[config.mk]
export PLATFORM = sky130hd
export DESIGN_NAME = ql_carry_chain_pipe_flat
export DESIGN_NICKNAME = d
export VERILOG_FILES = /design/src/rtl/ql_carry_chain_pipe_if.sv /design/src/rtl/ql_carry_chain_pipe.sv /design/src/flat_wrapper.sv
export SDC_FILE = /design/constraint.sdc
export NUM_CORES = 1
export LEC_CHECK = 0
export ABC_AREA = 1
export ABC_CLOCK_PERIOD_IN_PS = 1170
export CORE_MARGIN = 10
export CORE_UTILIZATION = 45
export CTS_BUF_LIST = sky130_fd_sc_hd__clkbuf_2
export CTS_CLUSTER_DIAMETER = 30
export DETAILED_ROUTE_END_ITERATION = 6
export PLACE_DENSITY = 0.73
export SETUP_SLACK_MARGIN = 0.2
export SLEW_MARGIN = 0
export SYNTH_ARGS = -nofsm -noshare
export SYNTH_HDL_FRONTEND = slang
export SYNTH_SLANG_ARGS = --single-unit
[constraint.sdc]
create_clock -name clk -period 1.17 [get_ports clk]
set_input_delay 0.234 -clock clk [delete_from_list [all_inputs] [get_ports clk]]
set_output_delay 0.234 -clock clk [all_outputs]
set_load 0.02 [all_outputs]
[src/rtl/ql_carry_chain_pipe_if.sv]
// Operand/result handshake bundle for the pipelined P/G carry chain.
interface ql_carry_chain_pipe_if #(
  parameter int WIDTH = 16
);
  logic             in_valid;
  logic             in_ready;
  logic [WIDTH-1:0] p;
  logic [WIDTH-1:0] g;
  logic             ci;
  logic             ci_sel;
  logic             out_valid;
  logic             out_ready;
  logic [WIDTH-1:0] sum;
  logic             co;

  modport master (
    output in_valid, p, g, ci, ci_sel, out_ready,
    input  in_ready, out_valid, sum, co
  );

  modport slave (
    input  in_valid, p, g, ci, ci_sel, out_ready,
    output in_ready, out_valid, sum, co
  );
endinterface

[src/rtl/ql_carry_chain_pipe.sv]
// Pipelined fabric carry chain: WIDTH P/G cells rippled SEG bits per register stage,
// with valid/ready flow control and optional chaining of the last consumed carry-out.
module ql_carry_chain_pipe #(
  parameter int WIDTH = 16,
  parameter int SEG   = 4
) (
  input logic                     clk,
  input logic                     rst_n,
  ql_carry_chain_pipe_if.slave    bus
);
  localparam int NSEG = WIDTH / SEG;

  if (SEG < 1 || WIDTH < SEG || (WIDTH % SEG) != 0) begin : g_bad_cfg
    $error("ql_carry_chain_pipe: WIDTH must be a non-zero multiple of SEG");
  end

  logic [NSEG-1:0] vld;
  logic            adv;
  logic            ci_res;
  logic            chain_c_q;
  logic            chain_c_d;

  // Whole pipe advances as one; only a stalled, valid output can hold it.
  assign adv          = !vld[NSEG-1] | bus.out_ready;
  assign bus.in_ready = adv;
  assign ci_res       = bus.ci_sel ? chain_c_q : bus.ci;

  for (genvar k = 0; k < NSEG; k++) begin : g_stg
    localparam int LO = k * SEG;
    localparam int HI = WIDTH - LO;

    logic              v_in;
    logic              c_in;
    logic [HI-1:0]     p_in;
    logic [HI-1:0]     g_in;
    logic [SEG:0]      c_rip;
    logic [SEG-1:0]    s_slice;
    logic [LO+SEG-1:0] s_nxt;
    logic              vld_q;
    logic              c_q;
    logic [LO+SEG-1:0] s_q;

    if (k == 0) begin : g_head
      assign v_in  = bus.in_valid;
      assign c_in  = ci_res;
      assign p_in  = bus.p;
      assign g_in  = bus.g;
      assign s_nxt = s_slice;
    end else begin : g_body
      assign v_in  = g_stg[k-1].vld_q;
      assign c_in  = g_stg[k-1].c_q;
      assign p_in  = g_stg[k-1].g_fwd.pr_q;
      assign g_in  = g_stg[k-1].g_fwd.gr_q;
      assign s_nxt = {s_slice, g_stg[k-1].s_q};
    end

    assign c_rip[0] = c_in;
    for (genvar b = 0; b < SEG; b++) begin : g_bit
      assign s_slice[b]  = p_in[b] ^ c_rip[b];
      assign c_rip[b+1]  = p_in[b] ? c_rip[b] : g_in[b];
    end

    assign vld[k] = vld_q;

    // Data registers load only on real beats so bubbles leave the last result visible.
    always_ff @(posedge clk) begin
      if (!rst_n) begin
        vld_q <= 1'b0;
        c_q   <= 1'b0;
        s_q   <= '0;
      end else if (adv) begin
        vld_q <= v_in;
        if (v_in) begin
          c_q <= c_rip[SEG];
          s_q <= s_nxt;
        end
      end
    end

    if (k < NSEG - 1) begin : g_fwd
      logic [HI-SEG-1:0] pr_q;
      logic [HI-SEG-1:0] gr_q;

      always_ff @(posedge clk) begin
        if (!rst_n) begin
          pr_q <= '0;
          gr_q <= '0;
        end else if (adv && v_in) begin
          pr_q <= p_in[HI-1:SEG];
          gr_q <= g_in[HI-1:SEG];
        end
      end
    end
  end

  assign bus.out_valid = g_stg[NSEG-1].vld_q;
  assign bus.sum       = g_stg[NSEG-1].s_q;
  assign bus.co        = g_stg[NSEG-1].c_q;

  // Chain carry follows consumed results only, never beats still in flight.
  assign chain_c_d = (bus.out_valid && bus.out_ready) ? bus.co : chain_c_q;

  always_ff @(posedge clk) begin
    if (!rst_n) begin
      chain_c_q <= 1'b0;
    end else begin
      chain_c_q <= chain_c_d;
    end
  end
endmodule
[src/flat_wrapper.sv]
// flat-port wrapper written by rule: the top's interface ports become plain ports
module ql_carry_chain_pipe_flat 
#(
  parameter int WIDTH = 16,
  parameter int SEG   = 4
)
  (clk, rst_n, bus_in_valid, bus_p, bus_g, bus_ci, bus_ci_sel, bus_out_ready, bus_in_ready, bus_out_valid, bus_sum, bus_co);
  ql_carry_chain_pipe_if #(.WIDTH(WIDTH)) bus_i ();
  input logic clk;
  input logic rst_n;
  input wire logic [$bits(bus_i.in_valid)-1:0] bus_in_valid;
  input wire logic [$bits(bus_i.p)-1:0] bus_p;
  input wire logic [$bits(bus_i.g)-1:0] bus_g;
  input wire logic [$bits(bus_i.ci)-1:0] bus_ci;
  input wire logic [$bits(bus_i.ci_sel)-1:0] bus_ci_sel;
  input wire logic [$bits(bus_i.out_ready)-1:0] bus_out_ready;
  output wire logic [$bits(bus_i.in_ready)-1:0] bus_in_ready;
  output wire logic [$bits(bus_i.out_valid)-1:0] bus_out_valid;
  output wire logic [$bits(bus_i.sum)-1:0] bus_sum;
  output wire logic [$bits(bus_i.co)-1:0] bus_co;
  assign bus_i.in_valid = bus_in_valid;
  assign bus_i.p = bus_p;
  assign bus_i.g = bus_g;
  assign bus_i.ci = bus_ci;
  assign bus_i.ci_sel = bus_ci_sel;
  assign bus_i.out_ready = bus_out_ready;
  assign bus_in_ready = bus_i.in_ready;
  assign bus_out_valid = bus_i.out_valid;
  assign bus_sum = bus_i.sum;
  assign bus_co = bus_i.co;
  ql_carry_chain_pipe #(.WIDTH(WIDTH), .SEG(SEG)) u_core (.clk(clk), .rst_n(rst_n), .bus(bus_i));
endmodule
==> impl_metrics.csv <==
group,metric,value,unit
worst_hold_path,hp-class,"primary input to register",
timing,slew_headroom,0.732,
run_status,violations,"negative setup slack",
placement,place_area,4740,µm²
logic_synthesis,synth.area.top_cells,"dfxtp_1 (52%), nor2_1 (13%), o21ai_0 (11%)",
clock_network,htreeDepth,3,
worst_setup_path,worstPathArrival,1270,ps
worst_setup_path,critical_path_required,940,ps
global_routing,grt_max_degree,49,
logic_synthesis,synthAdderAreaFrac,0,
clock_network,cts_tree,"built",
timing,setup-violations-final,114,
global_routing,gr-total-overflow,0,
layout,layout_commonest_cell,"nor2_1",
floorplan,coreArea,8180,µm²
global_routing,gr-usage-all-layers,0.141,
timing,skew,35.5,ps
route,totalWireLength,8960,µm
clock_network,cts_hold_buf,0,
logic_synthesis,synthCells,501,
layout,utilization,0.648,
timing,drv_slew,0,
route,drt-initial-drc-count,180,
floorplan,die_area,12400,µm²
timing,fmax,0.665,GHz
floorplan,core.rowCount,33,
placement,place.gp.congestion,0.780,
floorplan,initial_core_util,0.459,
power,peakVddDrop,0.679,mV
worst_setup_path,startpoint_type,"register",
timing,finalHoldWorstSlack,115,ps
logic_synthesis,avgSynthCellArea,7.49,µm²
layout,layout-drive-gt1-share,0.269,
logic_synthesis,synth_cell_type_count,23,
run,maxCapViolCount,0,
route,drc_errors,0,
logic_synthesis,synth_top_family_by_area,"simple AND/OR/NAND/NOR gates",
power,power_density,1210,nW/µm²
route,viasPerCell,4.92,
clock_network,cts_buffers,9,
power,seqPwrFrac,0.569,
power,pwr-share-clk,0.268,
clock_network,clk_path_buf_depth,2,
timing,grt_setup_unrepaired,"yes",
placement,dp_worst_setup_slack,-562,ps
logic_synthesis,yosys_warnings,0,
worst_setup_path,rrSetupSlack,-280,ps
layout,most-common-layout-cells,"nor2_1 (124), dfxtp_1 (77), o21ai_0 (47)",
timing,hold_violations,0,
global_routing,antenna_found_initial,0,
power,p_int,4.73,mW
power,p_sw,1.66,mW
clock_network,clkSinkCount,97,
route,vias,3486,
logic_synthesis,synth_top_area_cell,"dfxtp_1",
logic_synthesis,synthMuxAreaShare,0,
placement,portBuffers,56,
logic_synthesis,synth-xor-area-share,0,
logic_synthesis,synthesis.nets,539,
timing,setup_ws,-333,ps
worst_setup_path,cp_max_fo,2,
power,power,6.39,mW
power,p_comb_frac,0.163,
clock_network,path_clk_slew,260,ps
run_status,status,"complete, but fails checks",
floorplan,fp.dieW,111,µm
route,detail_route.wl_per_cell,12.7,µm
floorplan,io_pins,57,
global_routing,grt_pass1_vias,3319,
placement,hpwlAfterDp,6030,µm
floorplan,die_y,111,µm
clock_network,root_buffer,"clkbuf_2",
timing,tightest_slew,400,ps
worst_setup_path,crit_type,"register to primary output",
logic_synthesis,syn-cell-area,3750,µm²
power,p_leak,2.32,nW
logic_synthesis,yosysSeqAreaShare,0.517,
clock_network,clock_latency,550,ps
layout,final_area,5300,µm²
power,switching_share,0.259,
route,ant_nets,0,
timing,finalCriticalPeriod,1500,ps
layout,n_antenna_cell,0,
logic_synthesis,synth-simple-area-share,0.237,
layout,fillers,687,
timing,fin_crit_sh,1.28,
worst_setup_path,endpoint_kind,"primary output",
layout,nNetsFinal,638,
logic_synthesis,synth_top_area_share,0.517,
layout,area_growth,41.2,%
global_routing,grt_pass1_wl,15000,µm
route,first_pass_iters,4,
logic_synthesis,synth-seq-cells,97,
logic_synthesis,synth_compound_area_frac,0.170,
-- final timing paths --
kind | from | to | cells past startpoint
setup reg to reg | u_core.bus.out_valid | u_core.bus.sum[5] | 9
hold / removal | rst_n | u_core.g_stg[1].vld_q | 3
hold reg to reg | u_core.g_stg[1].g_fwd.pr_q[3] | u_core.g_stg[2].c_q | 2
setup / recovery | u_core.bus.out_valid | bus_in_ready | 4
-- power by group through the flow --
stage	clock network (mW)	logic [mW]	registers [mW]
global route	1.87	1.16	3.66
global placement	0	0.892	3.67
detailed placement	0	0.910	3.68
CTS	1.76	1.01	3.63
finish	1.71	1.04	3.63
floorplan	0	0.510	3.68
-- cells by family after synthesis --
group / after synthesis
flip-flops: 97
AO/OA/AOI/OAI: 120
AND/OR/NAND/NOR: 217
buffers and inverters: 67
-- what timing repair did --
action | 4_1_cts | 5_1_grt
endpoints found under the hold margin | 0 | 0
resized for setup | 183 | 34
cloned | 6 | 0
pin swaps | 3 | 14
setup buffers | 4 | 8
setup endpoints to repair | 114 | 115
-- metal layers --
| metal | wire (µm) | up-vias | GRT usage | part of all wire |
|---|---|---|---|---|
| met1 | 3910 | 1583 | 0.166 | 0.44 |
| met5 | 0 | - | 0 | 0 |
| met3 | 442 | 15 | 0.0327 | 0.049 |
| li1 | - | 1817 | - | - |
| met2 | 4440 | 71 | 0.241 | 0.50 |
| met4 | 169 | 0 | 0.0574 | 0.019 |
-- through the flow --
stage	cells	setup TNS, ps
2_1_floorplan	501	-1680
3_3_place_gp	676	-39070
3_5_place_dp	676	-43120
4_1_cts	700	-16040
5_1_grt	708	-27910
6_report	708	-19500
-- worst max-delay path, cell delays in order, from the launching register on --
cell and delay, ps:
dfxtp_4 410, inv_2 40, nor2_4 110, inv_4 40, buf_6 120
-- sequential cells by signal, indices dropped and copies added (netlist names) --
name and count:
u_core.g_stg.s_q 24, u_core.g_stg.vld_q 3, u_core.bus.co 1, u_core.g_stg.c_q 3, u_core.g_stg.g_fwd.pr_q 24, u_core.bus.out_valid 1, u_core.bus.sum 16, u_core.chain_c_q 1
u_core.g_stg.g_fwd.gr_q 24
-- cell usage after synthesis --
library cell / instances
clkbuf_2: 1
buf_2: 14
nor2_4: 1
clkbuf_1: 8
o21ai_0: 82
nand2_4: 2
o211ai_1: 5
a31oi_1: 2
nand2_2: 1
inv_2: 3
inv_4: 1
nor2_1: 134
dfxtp_1: 97
inv_1: 37
nand2_1: 48
a311oi_2: 1
o221ai_1: 3
a21oi_1: 26
buf_6: 2
clkinv_1: 1
o21ai_1: 1
or2_2: 8
nand3_1: 23
-- layout make-up --
class                           instances  area [µm²]  share of cell area
Clock buffer                           10        50.0             0.00944
Timing Repair Buffer                  112        1200               0.227
Inverter                               42         183              0.0345
Clock inverter                          4        71.3              0.0135
Timing Repair inverter                  1        6.26             0.00118
Multi-Input combinational cell        337        1690               0.318
Tap cell                              105         131              0.0248
Sequential cell                        97        1970               0.371
Power figures use the tool's default switching activity.
